`config.mk`:
```
export PLATFORM = sky130hd
export DESIGN_NAME = vend_txn_ctrl_flat
export DESIGN_NICKNAME = d
export VERILOG_FILES = /design/src/rtl/vend_pkg.sv /design/src/rtl/vend_txn_ctrl_if.sv /design/src/rtl/vend_credit_acc.sv /design/src/rtl/vend_txn_ctrl.sv /design/src/flat_wrapper.sv
export SDC_FILE = /design/constraint.sdc
export NUM_CORES = 1
export LEC_CHECK = 0
export CAP_MARGIN = 20
export CORE_MARGIN = 1
export CORE_UTILIZATION = 35
export DETAILED_ROUTE_END_ITERATION = 12
export HOLD_SLACK_MARGIN = 0.03
export SYNTH_ARGS = -nofsm -noshare
export SYNTH_HDL_FRONTEND = slang
export SYNTH_SLANG_ARGS = --single-unit
export TNS_END_PERCENT = 10
```
`constraint.sdc`:
```
create_clock -name clk -period 5.9 [get_ports clk]
set_input_delay 0.885 -clock clk [delete_from_list [all_inputs] [get_ports clk]]
set_output_delay 0.885 -clock clk [all_outputs]
set_load 0.01 [all_outputs]
```
`src/rtl/vend_pkg.sv`:
```
// Shared types and constants for the vending transaction controller.
// Credit values are expressed in 5c units throughout.
package vend_pkg;

    typedef enum logic [1:0] {
        ST_IDLE,
        ST_CREDIT,
        ST_VEND,
        ST_CHANGE
    } state_t;

    typedef enum logic [1:0] {
        ACC_HOLD,
        ACC_ADD,
        ACC_VEND,
        ACC_DEC
    } acc_op_t;

    localparam logic [1:0] COIN5_U  = 2'd1;
    localparam logic [1:0] COIN10_U = 2'd2;

    localparam int DEF_CREDIT_W   = 6;
    localparam int DEF_MAX_CREDIT = 20;

    function automatic logic [1:0] coin_units(input logic c5, input logic c10);
        return (c5 ? COIN5_U : 2'd0) + (c10 ? COIN10_U : 2'd0);
    endfunction

endpackage

```
`src/rtl/vend_txn_ctrl_if.sv`:
```
// Dispense and change-hopper handshakes between controller and actuators.
// Controller drives requests; actuators drive acknowledges.
interface vend_txn_ctrl_if #(
    parameter int ID_W = 2
);
    logic            vend_req;
    logic [ID_W-1:0] vend_id;
    logic            vend_ack;
    logic            chg_req;
    logic            chg_ack;

    modport master (
        output vend_req, vend_id, chg_req,
        input  vend_ack, chg_ack
    );

    modport slave (
        input  vend_req, vend_id, chg_req,
        output vend_ack, chg_ack
    );
endinterface

```
`src/rtl/vend_credit_acc.sv`:
```
// Credit register with overflow-checked add, price subtract and decrement.
// The sum is one bit wider than credit so the overflow compare cannot wrap.
module vend_credit_acc
    import vend_pkg::*;
#(
    parameter int CREDIT_W   = DEF_CREDIT_W,
    parameter int MAX_CREDIT = DEF_MAX_CREDIT
) (
    input  logic                clk,
    input  logic                rst_n,
    input  acc_op_t             op,
    input  logic [1:0]          add,
    input  logic [CREDIT_W-1:0] price,
    output logic [CREDIT_W-1:0] credit,
    output logic                ovf
);

    logic [CREDIT_W:0] sum;

    assign sum = {1'b0, credit} + (CREDIT_W+1)'(add);
    assign ovf = sum > (CREDIT_W+1)'(MAX_CREDIT);

    // Credit register; an overflowing add is dropped whole
    always_ff @(posedge clk or negedge rst_n) begin
        if (!rst_n) begin
            credit <= '0;
        end else begin
            unique case (op)
                ACC_ADD:  if (!ovf) credit <= sum[CREDIT_W-1:0];
                ACC_VEND: credit <= credit - price + CREDIT_W'(add);
                ACC_DEC:  credit <= credit - CREDIT_W'(1);
                default:  credit <= credit;
            endcase
        end
    end

endmodule

```
`src/rtl/vend_txn_ctrl.sv`:
```
// Vending transaction controller: credit, selection check, dispense
// handshake and one-coin-at-a-time change return.
module vend_txn_ctrl
    import vend_pkg::*;
#(
    parameter int CREDIT_W   = DEF_CREDIT_W,
    parameter int MAX_CREDIT = DEF_MAX_CREDIT,
    parameter int NUM_ITEMS  = 4,
    parameter int ID_W       = 2
) (
    input  logic                          clk,
    input  logic                          rst_n,
    input  logic                          coin_5,
    input  logic                          coin_10,
    input  logic                          sel_valid,
    input  logic [ID_W-1:0]               sel_id,
    input  logic                          cancel,
    input  logic [NUM_ITEMS*CREDIT_W-1:0] price_tbl,
    vend_txn_ctrl_if.master               bus,
    output logic [CREDIT_W-1:0]           credit,
    output logic                          busy,
    output logic                          coin_reject,
    output logic                          sel_nak
);

    if (MAX_CREDIT >= 2**CREDIT_W - 2) begin : g_bad_max
        $error("MAX_CREDIT too large for CREDIT_W");
    end
    if (2**ID_W < NUM_ITEMS) begin : g_bad_id
        $error("ID_W too narrow for NUM_ITEMS");
    end

    state_t              state, state_n;
    acc_op_t             op;
    logic [1:0]          add;
    logic                coin, ovf, id_ok, vid_ld;
    logic                rej_n, nak_n;
    logic [CREDIT_W-1:0] price;
    logic [CREDIT_W-1:0] prices [2**ID_W];
    logic [ID_W-1:0]     vid_q;

    for (genvar g = 0; g < 2**ID_W; g++) begin : g_price
        if (g < NUM_ITEMS) begin : g_used
            assign prices[g] = price_tbl[g*CREDIT_W +: CREDIT_W];
        end else begin : g_unused
            assign prices[g] = '0;
        end
    end

    assign add   = coin_units(coin_5, coin_10);
    assign coin  = add != 2'd0;
    assign price = prices[sel_id];
    assign id_ok = {1'b0, sel_id} < (ID_W+1)'(NUM_ITEMS);

    vend_credit_acc #(
        .CREDIT_W   (CREDIT_W),
        .MAX_CREDIT (MAX_CREDIT)
    ) u_acc (
        .clk    (clk),
        .rst_n  (rst_n),
        .op     (op),
        .add    (add),
        .price  (price),
        .credit (credit),
        .ovf    (ovf)
    );

    // State register
    always_ff @(posedge clk or negedge rst_n) begin
        if (!rst_n) state <= ST_IDLE;
        else        state <= state_n;
    end

    // Next state, credit operation and pulse requests
    always_comb begin
        state_n = state;
        op      = ACC_HOLD;
        rej_n   = 1'b0;
        nak_n   = 1'b0;
        vid_ld  = 1'b0;
        unique case (state)
            ST_IDLE: begin
                nak_n = sel_valid;
                if (coin) begin
                    op      = ACC_ADD;
                    state_n = ST_CREDIT;
                end
            end
            ST_CREDIT: begin
                if (cancel) begin
                    op      = ACC_ADD;
                    rej_n   = coin && ovf;
                    state_n = ST_CHANGE;
                end else if (sel_valid && id_ok && price <= credit) begin
                    op      = ACC_VEND;
                    vid_ld  = 1'b1;
                    state_n = ST_VEND;
                end else begin
                    nak_n = sel_valid;
                    op    = ACC_ADD;
                    rej_n = coin && ovf;
                end
            end
            ST_VEND: begin
                rej_n = coin;
                nak_n = sel_valid;
                if (bus.vend_ack) begin
                    state_n = (credit != '0) ? ST_CHANGE : ST_IDLE;
                end
            end
            ST_CHANGE: begin
                rej_n = coin;
                nak_n = sel_valid;
                if (bus.chg_ack) begin
                    op = ACC_DEC;
                    if (credit == CREDIT_W'(1)) state_n = ST_IDLE;
                end
            end
            default: state_n = ST_IDLE;
        endcase
    end

    // Registered one-cycle pulses and latched item index
    always_ff @(posedge clk or negedge rst_n) begin
        if (!rst_n) begin
            coin_reject <= 1'b0;
            sel_nak     <= 1'b0;
            vid_q       <= '0;
        end else begin
            coin_reject <= rej_n;
            sel_nak     <= nak_n;
            if (vid_ld) vid_q <= sel_id;
        end
    end

    // Handshake outputs decoded from the state register
    always_comb begin
        bus.vend_req = state == ST_VEND;
        bus.chg_req  = state == ST_CHANGE;
        bus.vend_id  = vid_q;
        busy         = (state == ST_VEND) || (state == ST_CHANGE);
    end

endmodule

```
`src/flat_wrapper.sv`:
```
// flat-port wrapper written by rule: the top's interface ports become plain ports
module vend_txn_ctrl_flat import vend_pkg::*;
#(
    parameter int CREDIT_W   = DEF_CREDIT_W,
    parameter int MAX_CREDIT = DEF_MAX_CREDIT,
    parameter int NUM_ITEMS  = 4,
    parameter int ID_W       = 2
)
  (clk, rst_n, coin_5, coin_10, sel_valid, sel_id, cancel, price_tbl, credit, busy, coin_reject, sel_nak, bus_vend_req, bus_vend_id, bus_chg_req, bus_vend_ack, bus_chg_ack);
  vend_txn_ctrl_if #(.ID_W(ID_W)) bus_i ();
  input  logic clk;
  input  logic rst_n;
  input  logic coin_5;
  input  logic coin_10;
  input  logic sel_valid;
  input  logic [ID_W-1:0] sel_id;
  input  logic cancel;
  input  logic [NUM_ITEMS*CREDIT_W-1:0] price_tbl;
  output logic [CREDIT_W-1:0] credit;
  output logic busy;
  output logic coin_reject;
  output logic sel_nak;
  output wire logic [$bits(bus_i.vend_req)-1:0] bus_vend_req;
  output wire logic [$bits(bus_i.vend_id)-1:0] bus_vend_id;
  output wire logic [$bits(bus_i.chg_req)-1:0] bus_chg_req;
  input wire logic [$bits(bus_i.vend_ack)-1:0] bus_vend_ack;
  input wire logic [$bits(bus_i.chg_ack)-1:0] bus_chg_ack;
  assign bus_vend_req = bus_i.vend_req;
  assign bus_vend_id = bus_i.vend_id;
  assign bus_chg_req = bus_i.chg_req;
  assign bus_i.vend_ack = bus_vend_ack;
  assign bus_i.chg_ack = bus_chg_ack;
  vend_txn_ctrl #(.CREDIT_W(CREDIT_W), .MAX_CREDIT(MAX_CREDIT), .NUM_ITEMS(NUM_ITEMS), .ID_W(ID_W)) u_core (.clk(clk), .rst_n(rst_n), .coin_5(coin_5), .coin_10(coin_10), .sel_valid(sel_valid), .sel_id(sel_id), .cancel(cancel), .price_tbl(price_tbl), .bus(bus_i), .credit(credit), .busy(busy), .coin_reject(coin_reject), .sel_nak(sel_nak));
endmodule
```
* Word-level counts from Yosys, hierarchy flattened
Cells that the tools add are included.
Operators by class: equal/unequal tests 13, div/mod/pow operators 0, add/sub/neg operators 5, mux-type cells 29, $lt $le $gt $ge 3, bitwise logic cells 1, shifts and indexed selects 0, $mul 0, reductions and logical operators 11
Operators with widths (count):
- $mux 2 | 11
- $mux 6 | 3
- $pmux 6 s3 | 1
- $bmux 6 s2 | 1
- $mux 1 | 9
- $eq 2x2->1 const B | 4
- $ne 2x1->1 const B | 4
- $pmux 2 s4 | 1
- $add 6x2->7 | 1
- $gt 7x5->1 const B | 1
- $add 6x2->6 | 1
- $eq 6x1->1 const B | 1
- $le 6x6->1 | 1
- $pmux 2 s3 | 1
- $reduce_bool 6->1 | 1
- $sub 6x1->6 const B | 1
- $sub 6x6->6 | 1
- $reduce_and 5->1 | 1
- $eq 2x1->1 const B | 2
- $pmux 1 s2 | 2
- $ge 3x3->1 const B | 1
- $ne 3x2->1 const B | 1
- $not 2->3 | 1
- $reduce_bool 3->1 | 1
- 9 further kinds | 10
Word-level totals: logic and storage cells 67, output and inout bits 13, RAM bits 0, bits in registers 12, input port bits 34, memories kept 0, memory bits (read-only) 0, latch bits 0

* Logic depth before layout (Yosys ltp)
Gate-level depths: netlist (run 1).
depth in word-level cells 12, depth in mapped cells 11, mapped depth without buffers 10

* Modules after synthesis
Synthesis (run 1) repeated with hierarchy kept, for this count alone.
Unflattened totals: cell total of the unflattened synthesis 191, area, all modules 1694.1 um^2
Modules (own cells, without submodules):
- vend_credit_acc | area each 1002.2 um^2, cells each 124, times used 1, seq. area each 150.1 um^2
- vend_txn_ctrl | area each 691.9 um^2, cells each 67, times used 1, seq. area each 150.1 um^2

* Least setup slack after synthesis (run 1)
No wires, ideal clock.
kind input-to-reg, start point in sel_id[0], end point reg u_core.u_acc.credit[4], library setup time 0.125 ns, arrival time 3.714 ns, buffers on the path 1, setup slack 2.061 ns, stages on the path 10, data required time 5.775 ns, cells stage by stage clkbuf_1 > mux4_2 > fa_1 > inv_1 > fa_1 > a21o_1 > a21oi_1 > xnor2_1 > a221o_1 > mux2_4
Between the ends: cells in the longest elaborated chain, start to end 12, elaborated cells on any way between the ends 18, classes of those cells add/sub: 2; order compare: 1; eq/ne: 4; mux: 7; bitwise: 1; reduce/logical: 3
RTL lines:
- start, declared | RTL line flat_wrapper.sv:16 | input logic [ID_W-1:0] sel_id;
- $not 2->3 (implied by the code) * | RTL line vend_txn_ctrl.sv:52 | assign price = prices[sel_id];
- $bmux 6 s2 * | RTL line vend_txn_ctrl.sv:52
- $mux 6 (implied by the code) * (2 in series) | RTL line vend_txn_ctrl.sv:52
- $le 6x6->1 | RTL line vend_txn_ctrl.sv:94 | end else if (sel_valid && id_ok && price <= credit) begin
- $logic_and 1x1->1 | RTL line vend_txn_ctrl.sv:94
- $mux 2 | RTL line vend_txn_ctrl.sv:94
- $mux 2 | RTL line vend_txn_ctrl.sv:90 | if (cancel) begin
- $pmux 2 s3 | RTL line vend_txn_ctrl.sv:81 | unique case (state)
- $eq 2x1->1 or $eq 2x2->1 (tied branches) | RTL line vend_credit_acc.sv:28 | unique case (op)
- $ne 2x2->1 (no line) or $reduce_bool 3->1 (tied branches)
- $reduce_and 2->1 (no line)
- end signal, assigned | RTL line vend_credit_acc.sv:29 | ACC_ADD: if (!ovf) credit <= sum[CREDIT_W-1:0];
- end signal, assigned | RTL line vend_credit_acc.sv:30 | ACC_VEND: credit <= credit - price + CREDIT_W'(add);
- end signal, assigned | RTL line vend_credit_acc.sv:31 | ACC_DEC: credit <= credit - CREDIT_W'(1);
- end, declared | RTL line vend_credit_acc.sv:14 | output logic [CREDIT_W-1:0] credit,
Mark *: on every way between the ends. The rest lies on a longest branch, timed or not. The select of a mux whose other input is x is not followed. A chain may end at the register's enable or synchronous reset.

* Final worst setup path (run 1)
Ends and elaborated chain as after synthesis.

==> results of run 1 <==
-- flip-flops by register name (all words and copies together) (netlist names) --
register,cells
u_core.state,2
u_core.sel_nak,1
u_core.coin_reject,1
u_core.u_acc.credit,6
u_core.bus.vend_id,2
-- power by group through the flow --
stage | combinational [mW] | sequential [mW] | clock [mW]
2_1_floorplan | 0.590 | 0.172 | 0
3_3_place_gp | 0.780 | 0.201 | 0
3_5_place_dp | 0.782 | 0.200 | 0
4_1_cts | 0.787 | 0.200 | 0.0931
5_1_grt | 0.861 | 0.210 | 0.0980
6_report | 0.783 | 0.201 | 0.0908
-- placed cells by master, fill, tap and decap left out, types with 2 or more instances in the layout --
cell | Yosys | routed
clkdlybuf4s50_1 | 0 | 46
nand2_1 | 12 | 12
nor4_1 | 2 | 2
o221ai_1 | 2 | 2
inv_1 | 19 | 19
o21a_1 | 3 | 3
a21oi_1 | 12 | 12
mux2_4 | 2 | 2
nor2_1 | 11 | 11
a221o_1 | 2 | 2
and3_1 | 2 | 2
a21o_1 | 3 | 3
dfrtp_1 | 12 | 12
ha_1 | 19 | 19
a31oi_1 | 3 | 3
nor3_1 | 3 | 3
mux4_2 | 6 | 6
fa_1 | 3 | 3
and2_1 | 2 | 2
clkbuf_8 | 0 | 4
xnor2_1 | 8 | 8
nand3_1 | 8 | 8
nor2b_1 | 3 | 3
or2_2 | 2 | 2
o21ai_0 | 3 | 3
-- worst reg2reg max path, stage by stage (launching register included) --
cell	delay, ns
dfrtp_1	0.54
ha_1	0.31
fa_1	0.46
or2_2	0.32
a222oi_1	0.28
o22ai_1	0.24
nor3_4	0.32
or2b_4	0.21
mux2_4	0.30
-- cell type report --
class | instances | area, um2
tap | 52 | 65.1
multi-input combinational | 139 | 1210
sequential | 12 | 300
clock buffer | 4 | 55.1
inverter | 19 | 71.3
fill | 439 | 2280
timing repair buffer | 46 | 460
-- how the worst max path moves through the flow --
stage	start	endpoint	slack (ns)
floorplan	sel_id[0]	u_core.u_acc.credit[4]	2.06
global placement	sel_id[0]	u_core.u_acc.credit[4]	1.57
detailed placement	sel_id[0]	u_core.u_acc.credit[4]	1.50
CTS	sel_id[0]	u_core.u_acc.credit[4]	1.76
global route	sel_id[0]	u_core.u_acc.credit[4]	1.64
finish	sel_id[0]	u_core.u_acc.credit[4]	1.79
-- metrics by stage --
stage	hold slack, ns	power [mW]	std cells
finish	0.488	1.08	272
global route	0.533	1.17	272
CTS	0.492	1.08	272
detailed placement	0.470	0.982	268
global placement	0.474	0.981	268
floorplan	0.511	0.762	178
-- cells by family (layout without fill, tap and decap cells) --
kind of cell / Yosys count / after routing / synth area share [%]
buffers and inverters: 27 / 69 / 7.77
XOR/XNOR: 10 / 10 / 5.79
multiplexers: 9 / 9 / 10.7
AO/OA/AOI/OAI: 42 / 42 / 19.6
adder cells (fa/ha/maj): 22 / 22 / 18.1
AND/OR/NAND/NOR: 56 / 56 / 19.7
flip-flops: 12 / 12 / 18.3
-- metal layers --
layer  up-vias  track usage [%]  wire length [um]
met4         0             3.85                44
met2        38             31.2              1980
met3         4             3.75               171
met1       695             24.7              1930
met5         -                0                 0
li1        726                -                 -
==> metrics.md, run 1 <==
| Metric | Value |
|---|---|
| Outcome | `finished, violations left` |
| Failing checks | `design-rule violations` |
| Post-synth EDFFs | `0` |
| Terminus of the critical flop-to-flop path | `u_core.u_acc.credit[4]` |
| Final Skew | `0.00429 ns` |
| Pwr dens | `about 500 nW/um2` |
| R2R Setup Slk | `2.81 ns` |
| Post-CTS Setup Bufs | `0` |
| Gpl congestion | `0.859` |
| Die H | `approximately 70 um` |
| CP startpoint kind | `input pin` |
| Logic gate share of total power | `72.8%` |
| Cell family with most CP delay | `adder cells` |
| NetSw | `0.496 mW` |
| Synth cell count leaders | `ha_1 (19), inv_1 (19), a21oi_1 (12), dfrtp_1 (12), nand2_1 (12)` |
| Yosys top cell by area | `dfrtp_1` |
| Net count reported at finish | `277` |
| Syn Nets | `234` |
| Seq/Total Area, Yosys | `18.3%` |
| Post-synth cell types | `54` |
| Critical Path AT | `4.24 ns` |
| Cells on worst reg2reg path | `8` |
| GRT overflow | `0` |
| Crit-path max FO | `7` |
| Share of layout cells above drive strength 1 | `12.3%` |
| Die Area | `4970 um2` |
| Leak | `0.928 nW` |
| # DRC | `4` |
| Internal | `between 0.5 and 0.6 mW` |
| Initial Util | `36.9%` |
| Max-Cap Viols | `0` |
| Switch share | `46.1%` |
| Cts bufs inserted | `3` |
| I/O Buffers | `46` |
| Post-synthesis register bit count | `12` |
| DR vias | `1463` |
| Final setup vio count | `0` |
| Max VDD drop | `210 uV` |
| Post-DP HPWL | `3350 um` |
| Placed cell area | `2110 um2` |
| Final Hold Fails | `0` |
| Vias in the first global route | `1481` |
| Req. time, crit path | `6.03 ns` |
| Post-route ant nets | `0` |
| Total global-route track usage | `18.6%` |
| Hold Path Origin | `u_core.bus.vend_id[0]` |
| Setup TNS | `0 ns` |
| Post-synthesis average cell area | `9.22 um2` |
| Post-layout util | `between 40% and 50%` |
| Mapped cell area | `1640 um2` |
| Period minus WS final | `slightly above 4 ns` |
| Die W | `70.5 um` |
| Warnings, synthesis | `0` |
| First-pass GRT wire length | `between 7000 and 8000 um` |
| Worst hold path class | `flop to flop` |
| CTS tree | `built` |
| RSZ-0062 raised after global routing | `no` |
| Slew headroom | `between 60% and 70%` |
| H-tree lvl count | `1` |
| Final instance area | `2170 um2` |
| Reg-to-reg critical path startpoint | `u_core.u_acc.credit[0]` |
| WL per Instance | `15.2 um` |
| Fmax | `0.243 GHz` |
| Initial antenna violation count | `0` |
| Clock Latency Late Sink | `0.24 ns` |
| Worst-path clk slew | `0.06 ns` |
| Iteration-0 DRC Markers | `50` |
| Async SR Flop Fraction | `between 90% and 100%` |
| Num ports | `47` |
| Worst Hold Depth | `2` |
| Initial DRT Pass Iterations | `8` |
| N_diodes | `0` |
| Place WS | `roughly 1.5 ns` |
| Pin slew with the least headroom to its limit | `0.574 ns` |
| Cells after Synth | `between 150 and 200` |
| Max stage delay on crit path | `0.73 ns` |
| Crit path kind | `input pin to flop` |
| Post_cts resized | `0` |
| Worst path slowest cell | `clkdlybuf4s50_1` |
| Flop pwr share | `a little under a fifth` |
| Min-Delay Endpoint | `u_core.bus.vend_id[0]` |
| Synth area leaders | `dfrtp_1 (18%), ha_1 (14%), mux4_2 (8.2%)` |
| Most used cell, CP | `fa_1` |
| Clk sink count | `12` |
| Post-cts hold buffer count | `0` |
| Core Area | `4440 um2` |
| Max-slew violations | `0` |
| Vias per cell | `5.38` |
| Setup ws final | `1.79 ns` |
| Ys flop type | `dfrtp_1` |
| Routed WL | `4130 um` |
| Clock power frac | `about 8.4%` |
| Post-synth top area share | `~18%` |
| Cell Chain, Critical Path | `clkdlybuf4s50_1 > mux4_2 > fa_1 > inv_1 > fa_1 > a21o_1 > a21oi_1 > xnor2_1 > a221o_1 > mux2_4` |
| Root Buffer Master | `clkbuf_8` |
| Largest net degree at the start of global routing | `15` |
| Area delta synth->final | `31.9%` |
| Crit path buffers/inverters | `2` |
| Worst Setup End Kind | `flop` |
| # rows | `24` |
| Critical path depth | `10` |
| Clock Tree Buf Depth | `2` |
| Final period utilization | `between 60% and 70%` |
Note: power is estimated with default switching activity, not from simulation.
==> inputs of run 2 (changes only) <==
clock period = 3.6 ns   (was 5.9 ns; I/O delays follow)
==> metrics.md, run 2 (synthesis results as in run 1) <==
| Metric | Value |
|---|---|
| Flop pwr share | `14.2% (-4.5 points)` |
| Leak | `1.05 nW (+13%)` |
| NetSw | `0.844 mW (+70%)` |
| Initial Util | `36.9% (unchanged)` |
| Largest register by flop count | `u_core.u_acc.credit` |
| Terminus of the critical flop-to-flop path | `u_core.u_acc.credit[3]` |
| Routed WL | `4300 um (+4.0%)` |
| Iteration-0 DRC Markers | `57 (+14%)` |
| Die W | `70.5 um (unchanged)` |
| R2R Setup Slk | `0.76 ns (-2.05 ns)` |
| Die Area | `4970 um2 (unchanged)` |
| Switch share | `43.6% (-2.5 points)` |
| Worst path slowest cell | `clkdlybuf4s50_1` |
| # DRC | `4 (unchanged)` |
| Crit-path max FO | `4 (-3)` |
| First-pass GRT wire length | `7360 um (+2.7%)` |
| Commonest non-fill, non-tap cell in the layout | `clkdlybuf4s50_1` |
| Fmax | `0.304 GHz` |
| Num ports | `47 (unchanged)` |
| Clock Tree Buf Depth | `2 (unchanged)` |
| Failing checks | `design-rule violations` |
| N_diodes | `0 (unchanged)` |
| Initial antenna violation count | `0 (unchanged)` |
| Logic gate share of total power | `78.1% (+5.3 points)` |
| Most frequent cells in the layout | `clkdlybuf4s50_1 (45), buf_4 (23), inv_1 (19), ha_1 (19)` |
| Max-slew violations | `0 (unchanged)` |
| Max-Cap Viols | `0 (unchanged)` |
| Vias in the first global route | `1572 (+6.1%)` |
| Post-cts hold buffer count | `0 (unchanged)` |
| Clock power frac | `7.8% (-0.6 points)` |
| Post-DP HPWL | `3570 um (+6.6%)` |
| Critical path depth | `9 (-1)` |
| Area delta synth->final | `42.6%` |
| Worst-path clk slew | `0.05 ns (about the same)` |
| Worst hold path class | `flop to flop` |
| # rows | `24 (unchanged)` |
| GRT overflow | `0 (unchanged)` |
| Final Skew | `0.00387 ns (-0.000419 ns)` |
| RSZ-0062 raised after global routing | `no` |
| Final setup vio count | `0 (unchanged)` |
| Critical path endpoint | `u_core.u_acc.credit[3]` |
| Pin slew with the least headroom to its limit | `0.589 ns (+0.0147 ns)` |
| Critical Path AT | `3.42 ns (-0.82 ns)` |
| Pwr dens | `827 nW/um2 (+67%)` |
| Worst Setup End Kind | `flop` |
| CP startpoint kind | `input pin` |
| Net count reported at finish | `300 (+8.3%)` |
| Reg-to-reg critical path startpoint | `u_core.u_acc.credit[0]` |
| Core Area | `4440 um2 (unchanged)` |
| Hold slack | `0.475 ns (-0.0132 ns)` |
| Setup ws final | `0.311 ns (-1.48 ns)` |
| Slew headroom | `60.6% (-0.98 points)` |
| Share of layout cells above drive strength 1 | `20.6% (+8.3 points)` |
| Gpl congestion | `0.824 (-4.1%)` |
| H-tree lvl count | `1 (unchanged)` |
| Vias per cell | `5.27 (-2.1%)` |
| I/O Buffers | `46 (unchanged)` |
| Die H | `70.5 um (unchanged)` |
| Max stage delay on crit path | `0.54 ns (-0.19 ns)` |
| Final period utilization | `about nine tenths` |
| Clock Latency Late Sink | `0.24 ns (about the same)` |
| Crit path buffers/inverters | `1 (-1)` |
| Cell Chain, Critical Path | `clkdlybuf4s50_1 > ha_1 > fa_1 > or2_2 > a222oi_1 > o22ai_1 > nor3_4 > or2b_4 > mux2_4` |
| Cell family with most CP delay | `simple AND/OR/NAND/NOR gates` |
| Place WS | `-0.174 ns (-1.67 ns)` |
| Post-route ant nets | `0 (unchanged)` |
| Clk sink count | `12 (unchanged)` |
| Cts bufs inserted | `3 (unchanged)` |
| Period minus WS final | `3.29 ns` |
| Internal | `1.09 mW (+89%)` |
| Critical Path Start | `coin_5` |
| DR vias | `1554 (+6.2%)` |
| WL per Instance | `14.6 um (-4.1%)` |
| Req. time, crit path | `3.73 ns (-2.30 ns)` |
| Outcome | `finished, violations left` |
| Cells on worst reg2reg path | `8 (unchanged)` |
| Total global-route track usage | `19.0% (+0.41 points)` |
| Largest net degree at the start of global routing | `15 (unchanged)` |
| Final Hold Fails | `0 (unchanged)` |
| Initial DRT Pass Iterations | `8 (unchanged)` |
| CTS tree | `built` |
| Root Buffer Master | `clkbuf_8` |
| Crit path kind | `input pin to flop` |
| Max VDD drop | `337 uV (+60%)` |
| Max reg flops | `6 (unchanged)` |
## run 2: changes by cell type in the layout (fill, tap and decap cells not counted), sizes merged
cell           before  now
buf                 0   23
clkdlybuf4s50      46   45
dlymetal6s2s        0    1
## run 2: routing by layer
metal	track usage [%]	part of all wire, %
met1	25.0	45
met2	32.6	48
met3	3.46	5.1
met4	3.63	1.3
met5	0	0
## run 2: worst min path at each step
stage                          start                    end  slack (ns)  depth (start not counted)
6_report       u_core.bus.vend_id[0]  u_core.bus.vend_id[0]        0.48                          2
5_1_grt        u_core.bus.vend_id[0]  u_core.bus.vend_id[0]        0.53                          2
4_1_cts        u_core.bus.vend_id[1]  u_core.bus.vend_id[1]        0.48                          2
3_5_place_dp   u_core.bus.vend_id[1]  u_core.bus.vend_id[1]        0.46                          2
3_3_place_gp   u_core.bus.vend_id[1]  u_core.bus.vend_id[1]        0.47                          2
2_1_floorplan                  rst_n  u_core.bus.vend_id[0]        0.24                          0
## run 2: power by group through the flow
stage	sequential [mW]	combinational, mW	clock (mW)
after floorplan	0.283	0.966	0
after global placement	0.274	1.50	0
after detailed placement	0.277	1.51	0
after CTS	0.275	1.52	0.156
after global routing	0.287	1.67	0.165
final	0.274	1.51	0.150
## run 2: final cells by class
class,count,area [um2]
clock buffers,4,55.1
well taps,52,65.1
inverters,19,71.3
flip-flops and latches,12,300
repair buffers,69,636
multi-input cells,139,1210
fillers,446,2100
## run 2: timing repair
action                     CTS  global route
setup endpoints to repair    0             1
setup buffers                0             0
resized for setup            0             1
## run 2: per-stage QoR
stage	cell area (um2)	std cells	utilization (%)	total power, mW	TNS [ns]
after floorplan	1640	178	-	1.25	0
after global placement	2280	291	51.4	1.77	-0.200
after detailed placement	2280	291	51.4	1.79	-0.329
after CTS	2340	295	52.6	1.95	0
after global routing	2340	295	52.7	2.12	0
final	2340	295	52.7	1.94	0
## run 2: worst min-delay path: cells and delay by family (launching register included)
kind             cells  cell delay [ns]
and+or+nand+nor      2             0.10
DFF                  1             0.34
